$ cat config.mk
export PLATFORM = sky130hd
export DESIGN_NAME = csi_tx_packetizer
export DESIGN_NICKNAME = d
export VERILOG_FILES = /design/src/rtl/csi_tx_packetizer.sv
export SDC_FILE = /design/constraint.sdc
export NUM_CORES = 1
export LEC_CHECK = 0
export ABC_CLOCK_PERIOD_IN_PS = 5800
export CAP_MARGIN = 20
export CELL_PAD_IN_SITES_DETAIL_PLACEMENT = 0
export CELL_PAD_IN_SITES_GLOBAL_PLACEMENT = 1
export CORE_MARGIN = 2
export CORE_UTILIZATION = 48
export CTS_BUF_LIST = sky130_fd_sc_hd__clkbuf_4 sky130_fd_sc_hd__clkbuf_8 sky130_fd_sc_hd__clkbuf_16
export DETAILED_ROUTE_END_ITERATION = 10
export HOLD_SLACK_MARGIN = 0.12
export PLACE_DENSITY_LB_ADDON = 0.1
export SLEW_MARGIN = 20
export SYNTH_ARGS = -nofsm -noshare
export SYNTH_HDL_FRONTEND = slang
export SYNTH_SLANG_ARGS = --single-unit
$ cat constraint.sdc
create_clock -name clock -period 5.8 [get_ports clock]
set_input_delay 0.87 -clock clock [delete_from_list [all_inputs] [get_ports clock]]
set_output_delay 0.87 -clock clock [all_outputs]
set_load 0.05 [all_outputs]
$ cat src/rtl/csi_tx_packetizer.sv
// csi_tx_packetizer: CSI-2 transmit packet builder (sync, header+ECC, payload, CRC-16, gap) onto NUM_LANE lane bytes

// csi_rx_hdr_ecc: CSI-2 packet header ECC over {WC, DI}; the top two parity bits are always zero
module csi_rx_hdr_ecc (
  input  logic [23:0] data,
  output logic [7:0]  ecc
);
  assign ecc = {2'b00,
                ^{data[23:21], data[19:10]},
                ^{data[23:22], data[20:16], data[9:4]},
                ^{data[23], data[21:19], data[15:13], data[9:7], data[3:1]},
                ^{data[22:20], data[18], data[15], data[12:11], data[9], data[6:5], data[3:2], data[0]},
                ^{data[23:20], data[17], data[14], data[12], data[10], data[8], data[6], data[4:3], data[1:0]},
                ^{data[23:20], data[16], data[13], data[11:10], data[7], data[5:4], data[2:0]}};
endmodule

module csi_tx_packetizer #(
  parameter int NUM_LANE   = 2,
  parameter int GAP_CYCLES = 4,
  parameter int MAX_WC     = 8192
) (
  input  logic                  clock,
  input  logic                  reset_n,
  input  logic                  pkt_req,
  output logic                  pkt_ack,
  input  logic [5:0]            pkt_dt,
  input  logic [1:0]            pkt_vc,
  input  logic [15:0]           pkt_wc,
  input  logic [NUM_LANE*8-1:0] payload_in,
  input  logic                  payload_valid,
  output logic                  payload_ready,
  output logic [NUM_LANE*8-1:0] data_out,
  output logic [NUM_LANE-1:0]   byte_en,
  output logic                  hs_active,
  output logic                  pkt_done,
  output logic [1:0]            err_flags
);
  localparam int W = NUM_LANE * 8;
  localparam int LS = $clog2(NUM_LANE);
  localparam logic [15:0] MAX_W = 16'(MAX_WC);
  localparam logic [15:0] LANE_LSB = 16'(NUM_LANE - 1);
  localparam logic [15:0] HDR_LAST = 16'(4 / NUM_LANE - 1);
  localparam logic [15:0] GAP_LAST = 16'(GAP_CYCLES - 1);
  localparam logic [NUM_LANE-1:0] BE_CRC = NUM_LANE'(3);

  typedef enum logic [2:0] {IDLE, SYNC, HDR, PAYLOAD, CRC, GAP} state_t;

  state_t state, state_nxt;
  logic [15:0] cnt, wc_r, wc_adj, crc, crc_nxt;
  logic [5:0] dt_r;
  logic [1:0] vc_r;
  logic long_r, long_req, wc_bad, hdr_last, pay_last, gap_last;
  logic [7:0] ecc;
  logic [31:0] hdr;
  logic [W-1:0] hdr_word, pay_word;

  function automatic logic [15:0] crc_byte(input logic [15:0] c, input logic [7:0] b);
    logic [15:0] r;
    r = c;
    for (int i = 0; i < 8; i++) r = (r >> 1) ^ ((r[0] ^ b[i]) ? 16'h8408 : 16'h0000);
    return r;
  endfunction

  assign pkt_ack = state == IDLE;
  assign payload_ready = state == PAYLOAD;
  assign long_req = pkt_dt > 6'h0F;
  // Long packets get a lane-aligned, capped byte count; short packets carry WC as raw data
  assign wc_adj = !long_req ? pkt_wc : pkt_wc > MAX_W ? MAX_W : pkt_wc & ~LANE_LSB;
  assign wc_bad = long_req && (pkt_wc > MAX_W || |(pkt_wc & LANE_LSB));
  assign hdr_last = cnt == HDR_LAST;
  assign pay_last = cnt == (wc_r >> LS) - 16'd1;
  assign gap_last = cnt == GAP_LAST;
  assign hdr = {ecc, wc_r, vc_r, dt_r};
  assign hdr_word = cnt[0] ? hdr[31:32-W] : hdr[W-1:0];
  assign pay_word = payload_valid ? payload_in : '0;

  csi_rx_hdr_ecc u_ecc (
    .data ({wc_r, vc_r, dt_r}),
    .ecc  (ecc)
  );

  // CRC advance over one payload beat, lane 0 first
  always_comb begin
    crc_nxt = crc;
    for (int i = 0; i < NUM_LANE; i++) crc_nxt = crc_byte(crc_nxt, pay_word[8*i +: 8]);
  end

  // Next-state selection
  always_comb begin
    state_nxt = state;
    case (state)
      IDLE:    state_nxt = pkt_req ? SYNC : IDLE;
      SYNC:    state_nxt = HDR;
      HDR:     state_nxt = !hdr_last ? HDR : !long_r ? GAP : wc_r == 16'd0 ? CRC : PAYLOAD;
      PAYLOAD: state_nxt = pay_last ? CRC : PAYLOAD;
      CRC:     state_nxt = GAP;
      GAP:     state_nxt = gap_last ? IDLE : GAP;
      default: state_nxt = IDLE;
    endcase
  end

  // State, per-state cycle counter and latched request fields
  always_ff @(posedge clock or negedge reset_n) begin
    if (!reset_n) begin
      state <= IDLE;
      cnt <= '0;
      dt_r <= '0;
      vc_r <= '0;
      wc_r <= '0;
      long_r <= 1'b0;
    end else begin
      state <= state_nxt;
      cnt <= state_nxt != state ? 16'd0 : cnt + 16'd1;
      if (state == IDLE && pkt_req) begin
        dt_r <= pkt_dt;
        vc_r <= pkt_vc;
        wc_r <= wc_adj;
        long_r <= long_req;
      end
    end
  end

  // Registered lane outputs, running CRC and sticky error flags
  always_ff @(posedge clock or negedge reset_n) begin
    if (!reset_n) begin
      data_out <= '0;
      byte_en <= '0;
      hs_active <= 1'b0;
      pkt_done <= 1'b0;
      err_flags <= '0;
      crc <= '0;
    end else begin
      data_out <= state == SYNC ? {NUM_LANE{8'hB8}} : state == HDR ? hdr_word :
                  state == PAYLOAD ? pay_word : state == CRC ? W'(crc) : '0;
      byte_en <= state == CRC ? BE_CRC : state inside {SYNC, HDR, PAYLOAD} ? '1 : '0;
      hs_active <= state inside {SYNC, HDR, PAYLOAD, CRC};
      pkt_done <= state == CRC || (state == HDR && hdr_last && !long_r);
      crc <= state == SYNC ? 16'hFFFF : state == PAYLOAD ? crc_nxt : crc;
      err_flags[0] <= err_flags[0] | (state == PAYLOAD && !payload_valid);
      err_flags[1] <= err_flags[1] | (state == IDLE && pkt_req && wc_bad);
    end
  end
endmodule

==> results of run 1 <==
where the power goes:
group	switching, mW	internal, mW	total (mW)	leakage (nW)
combinational	1.69	1.63	3.32	1.70
clock	0.219	0.395	0.614	0.157
sequential	0.350	0.767	1.12	1.01
total	2.26	2.80	5.05	2.86
through the flow:
step / power (mW) / cells / setup slack (ps)
final: 5.05 / 798 / 1580
after global routing: 5.40 / 798 / 1330
after CTS: 5.08 / 798 / 1590
after detailed placement: 4.44 / 784 / 1950
after global placement: 4.40 / 784 / 2080
after floorplan: 3.71 / 606 / 2880
sequential cells by signal (all words and copies together), names as in the netlist, 2 cells and up:
signal / count
dt_r: 6
err_flags: 2
cnt: 16
state: 3
data_out: 16
vc_r: 2
wc_r: 16
crc: 16
cells in the mapped netlist (2+ instances only):
cell | count | area [um^2]
dfrtp_1 | 81 | 2030
nor3_2 | 10 | 100
buf_2 | 3 | 15.0
nor2_1 | 47 | 176
a221oi_1 | 2 | 17.5
and3_2 | 4 | 30.0
o21ai_0 | 5 | 25.0
and4_1 | 2 | 17.5
a21o_1 | 3 | 22.5
clkbuf_8 | 2 | 27.5
xnor2_1 | 82 | 718
buf_4 | 3 | 22.5
o31ai_1 | 4 | 30.0
o22ai_1 | 10 | 62.6
o22a_1 | 8 | 70.1
xor3_1 | 2 | 47.6
a211oi_1 | 6 | 45.0
nor2b_1 | 4 | 25.0
nand3_1 | 11 | 55.1
a2111oi_0 | 3 | 26.3
or3_1 | 2 | 12.5
xor2_1 | 28 | 245
mux2i_1 | 13 | 130
nor4_1 | 8 | 50.1
nand3b_1 | 2 | 15.0
nand2b_1 | 2 | 12.5
clkbuf_1 | 25 | 93.8
ha_1 | 16 | 200
a22o_1 | 17 | 149
nand4b_1 | 2 | 17.5
inv_1 | 25 | 93.8
a21boi_0 | 2 | 15.0
a31oi_1 | 3 | 18.8
nand2_1 | 58 | 218
nor3_1 | 14 | 70.1
xnor3_1 | 16 | 360
nand4_1 | 4 | 25.0
a21oi_1 | 41 | 205
buf_1 | 3 | 11.3
a2111oi_4 | 2 | 55.1
buf_6 | 4 | 45.0
and3_1 | 3 | 18.8
cell families (layout without fill, tap and decap cells):
kind of cell / Yosys count / in the layout / share of synthesized area
AND/OR/NAND/NOR: 182 / 182 / 0.159
AO/OA/AOI/OAI: 120 / 120 / 0.150
XOR/XNOR: 128 / 128 / 0.234
buffers and inverters: 66 / 111 / 0.0537
flip-flops: 81 / 81 / 0.346
multiplexers: 13 / 13 / 0.0222
adder cells (fa/ha/maj): 16 / 16 / 0.0342
final cells by class:
cell class,instances,area [um^2],area share
sequential,81,2030,0.296
clock inverter,3,65.1,0.00951
tap,147,184,0.0269
clock buffer,11,253,0.0369
inverter,26,98.8,0.0145
timing repair buffer,71,702,0.103
multi-input combinational,459,3510,0.513
routing by layer:
layer	GRT usage	vias up	part of all wire
met2	0.439	131	0.50
li1	-	2190	-
met4	0.0951	0	0.023
met1	0.312	2216	0.43
met5	0	-	0
met3	0.0418	30	0.045
critical path, delay by kind of cell, from the launching register on:
family	cells	cell delay (ps)
buffers and inverters	3	1450
and+or+nand+nor	2	650
DFF	1	890
final timing paths:
path,slack (ps),depth (start not counted),from,to
worst max-delay path,1580,5,state[1]$_DFF_PN0_,payload_ready
min in group asynchronous,510,1,reset_n,data_out[7]$_DFF_PN0_
worst min-delay path,470,1,err_flags[1]$_DFF_PN0_,err_flags[1]$_DFF_PN0_
worst max register to register,2810,9,wc_r[8]$_DFFE_PN0P_,cnt[4]$_DFF_PN0_
max in group asynchronous,4690,1,reset_n,state[1]$_DFF_PN0_
worst min register to register,470,1,err_flags[1]$_DFF_PN0_,err_flags[1]$_DFF_PN0_
==> flow_summary.json, run 1 <==
{
  "fmax_mhz": 237,
  "pwr_density_cell_mw_per_mm2": 739,
  "place_area_mm2": 0.00652,
  "cts_tree": "done",
  "hold_viol_final": 0,
  "hold_path.class": "reg -> reg",
  "leakagePower_nw": 2.86,
  "synth-edff-count": 0,
  "required_ps": 4930,
  "clock_latency_ps": 340,
  "clk_pin_slew_worst_paths_ps": 60,
  "wl_um": 15500,
  "ys_ff_latch": 81,
  "cts_resized": 0,
  "grt_pass1_wl_um": 25000,
  "drv_slew": 0,
  "path_class": "reg -> out",
  "async_flop_share": 1.00,
  "fin_util": 0.572,
  "first_pass_iters": 4,
  "grt.total_usage": 0.252,
  "drive_gt1_frac": 0.0707,
  "grt_max_degree": 82,
  "postRouteAntennaNets": 0,
  "synth_ff_type": "dfrtp_1",
  "die_y_um": 114,
  "critical_path_arrival_ps": 3350,
  "rsz0062_at_grt": "false",
  "cpMostUsedCell": "inv_1",
  "seq_area_frac_synth": 0.346,
  "port_buffers": 67,
  "overflow": 0,
  "layout_commonest_cell": "xnor2_1",
  "endpoint_kind": "output port",
  "yosys_warnings": 0,
  "clock_tree.root_cell": "clkbuf_16",
  "drc": 0,
  "final_cell_mix": "xnor2_1, dfrtp_1, clkdlybuf4s50_1, nand2_1, nor2_1",
  "hold_ws_ps": 470,
  "clkSinkCount": 81,
  "place_hpwl_um": 11900,
  "cts_buffer_depth": 2,
  "setup_viol": 0,
  "dieWidth_um": 114,
  "design_area_mm2": 0.00684,
  "initial_core_util": 0.489,
  "diodes": 0,
  "ctsHtreeMaxLevel": 3,
  "antenna_found_initial": 0,
  "cts_setup_buffers": 0,
  "syn_area_mm2": 0.00585,
  "slew_headroom": 0.266,
  "die_area_mm2": 0.0131,
  "vias": 4567,
  "dr.first_iter.drc_count": 241,
  "via_per_inst": 5.72,
  "status": "finished clean",
  "grt_pass1_vias": 4751,
  "num_rows": 40,
  "vdd_drop_max_mv": 0.256,
  "slowest_delay_ps": 890,
  "cp-start-kind": "flop",
  "synthCells": 606,
  "cap_violations": 0,
  "area_growth_pct": 16.9,
  "nNetsFinal": 708,
  "tns_ps": 0,
  "cp_max_fo": 25,
  "cp_cell_sequence": "inv_1 > nor2_1 > nand2_1 > inv_1 > clkdlybuf4s50_1",
  "syn_nets": 666,
  "avgRoutedWirePerCell_um": 19.5,
  "nFillCells": 1096,
  "syn_area_per_cell_um2": 9.66,
  "slowest_stage": "dfrtp_1",
  "cts_made_buffers": 9,
  "worst_slew_pin_slew_ps": 1100,
  "synth.distinct_cells": 66,
  "min_period_ps": 4220,
  "fin_skew_ps": 7.57,
  "postCtsHoldBufs": 0,
  "min_period_over_period": 0.727,
  "boundaryPins": 68,
  "core_area_mm2": 0.0120,
  "gp_congestion": 0.883
}
Note: power is estimated with default switching activity, not from simulation.
==> run 2: changes to the inputs <==
ABC_CLOCK_PERIOD_IN_PS = 3580   (was 5800)
CORE_UTILIZATION = 40   (was 48)
clock period = 3.58 ns   (was 5.8 ns; I/O delays follow)
==> run 2 against run 1 <==
First-iteration DRC count up 38%. Combinational power increased by 79%. Non-clock buffer count up 15. Routed wire length up 5.4%. Cell count grew 6.8%. Sequential power grew 44%. Critical endpoint is now pkt_ack.
==> flow_summary.json, run 2 (synthesis results as in run 1) <==
{
  "status": "finished clean",
  "initial_core_util": 0.406,
  "grt_pass1_wl_um": 26400,
  "hold_viol_final": 0,
  "num_rows": 44,
  "via_per_inst": 5.44,
  "grt_max_degree": 65,
  "clock_latency_ps": 340,
  "vias": 4631,
  "min_period_ps": 2970,
  "area_growth_pct": 18.9,
  "place_inst": 836,
  "hold_path.class": "in -> async",
  "core_area_mm2": 0.0144,
  "path_class": "reg -> out",
  "setup_viol": 0,
  "cts_made_buffers": 9,
  "crit_family": "buffers and inverters",
  "first_pass_iters": 4,
  "tns_ps": 0,
  "drv_slew": 0,
  "cts_buffer_depth": 2,
  "grt_pass1_vias": 4635,
  "cts_setup_buffers": 0,
  "nNetsFinal": 723,
  "leakagePower_nw": 2.92,
  "drc": 0,
  "layout_commonest_cell": "xnor2_1",
  "ctsHtreeMaxLevel": 3,
  "worst_slew_pin_slew_ps": 861,
  "required_ps": 3040,
  "final_cell_mix": "xnor2_1, dfrtp_1, clkdlybuf4s50_1, nand2_1, nor2_1",
  "overflow": 0,
  "diodes": 0,
  "cts_tree": "done",
  "clock_tree.root_cell": "clkbuf_16",
  "slowest_stage": "clkdlybuf4s50_1",
  "critical_path_arrival_ps": 2440,
  "final_cells": 852,
  "endpoint_kind": "output port",
  "fin_skew_ps": 6.78,
  "clk_pin_slew_worst_paths_ps": 60,
  "cap_violations": 0,
  "die_area_mm2": 0.0156,
  "port_buffers": 67,
  "antenna_found_initial": 0,
  "wl_um": 16400,
  "dieWidth_um": 125,
  "slowest_delay_ps": 920,
  "cp-start-kind": "flop",
  "fmax_mhz": 336,
  "slew_headroom": 0.426,
  "pre_cts_ws_ps": 746,
  "drive_gt1_frac": 0.0958,
  "min_period_over_period": 0.831,
  "postCtsHoldBufs": 0,
  "place_hpwl_um": 12700,
  "clkSinkCount": 81,
  "cp_max_fo": 24,
  "setup_ws_ps": 606,
  "die_y_um": 125,
  "cts_resized": 0,
  "pwr_density_cell_mw_per_mm2": 1210,
  "gp_congestion": 0.886,
  "boundaryPins": 68,
  "postRouteAntennaNets": 0,
  "vdd_drop_max_mv": 0.479,
  "cp_cell_sequence": "buf_4 > nor3_1 > clkdlybuf4s50_1",
  "dr.first_iter.drc_count": 333,
  "avgRoutedWirePerCell_um": 19.2,
  "grt.total_usage": 0.219,
  "nFillCells": 1413,
  "rsz0062_at_grt": "false",
  "worst-path-buf-inv": 2
}
run 2: cell types whose count changed in the layout (fill, tap and decap cells not counted):
cell and delta:
clkdlybuf4s50_1 -1, buf_4 +17, bufinv_16 -2, clkinvlp_4 +2
buf_6 -1, clkinv_2 +2
run 2: worst reg2reg max path, stage by stage, from the launching register on:
cell	delay, ps
dfrtp_1	530
inv_1	150
ha_1	240
nand3_2	120
or4_4	510
a2111oi_4	380
nand4b_2	200
a2111oi_4	220
buf_4	310
nor3_1	90
run 2: path summary, 6_finish.rpt:
kind / slack (ps) / cells after the start / to / start
max: 610 / 3 / pkt_ack / state[1]$_DFF_PN0_
min: 300 / 1 / cnt[9]$_DFF_PN0_ / reset_n
max reg2reg: 720 / 9 / cnt[2]$_DFF_PN0_ / wc_r[1]$_DFFE_PN0P_
min reg2reg: 470 / 1 / err_flags[1]$_DFF_PN0_ / err_flags[1]$_DFF_PN0_
max in group asynchronous: 2590 / 2 / data_out[13]$_DFF_PN0_ / reset_n
min in group clock: 470 / 1 / err_flags[1]$_DFF_PN0_ / err_flags[1]$_DFF_PN0_
run 2: routing by layer:
layer,wire [um],GRT usage,vias to the layer above
li1,-,-,2223
met1,8100,0.333,2251
met2,7110,0.325,139
met3,829,0.0270,18
met4,340,0.0739,0
met5,0,0,-
run 2: power by group:
group          internal [mW]  switching (mW)
clock network          0.504           0.383
logic                   2.83            3.11
registers               1.25           0.360
run 2: per-stage QoR:
stage          instance area (um^2)   util  hold slack (ps)  power [mW]
3_5_place_dp                   6680  0.463              455        7.54
4_1_cts                        6960  0.482              338        8.47
6_report                       6960  0.482              304        8.44
5_1_grt                        6960  0.482              386        9.05
2_1_floorplan                  5850      -              241        6.02
3_3_place_gp                   6680  0.463              453        7.49
run 2: layout make-up:
cell class,count,area [um^2],area share
inverters,26,98.8,0.0142
clock buffers,11,253,0.0363
well taps,184,230,0.0331
clock inverters,5,30.0,0.00432
flip-flops and latches,81,2030,0.291
repair buffers,86,808,0.116
multi-input cells,459,3510,0.505
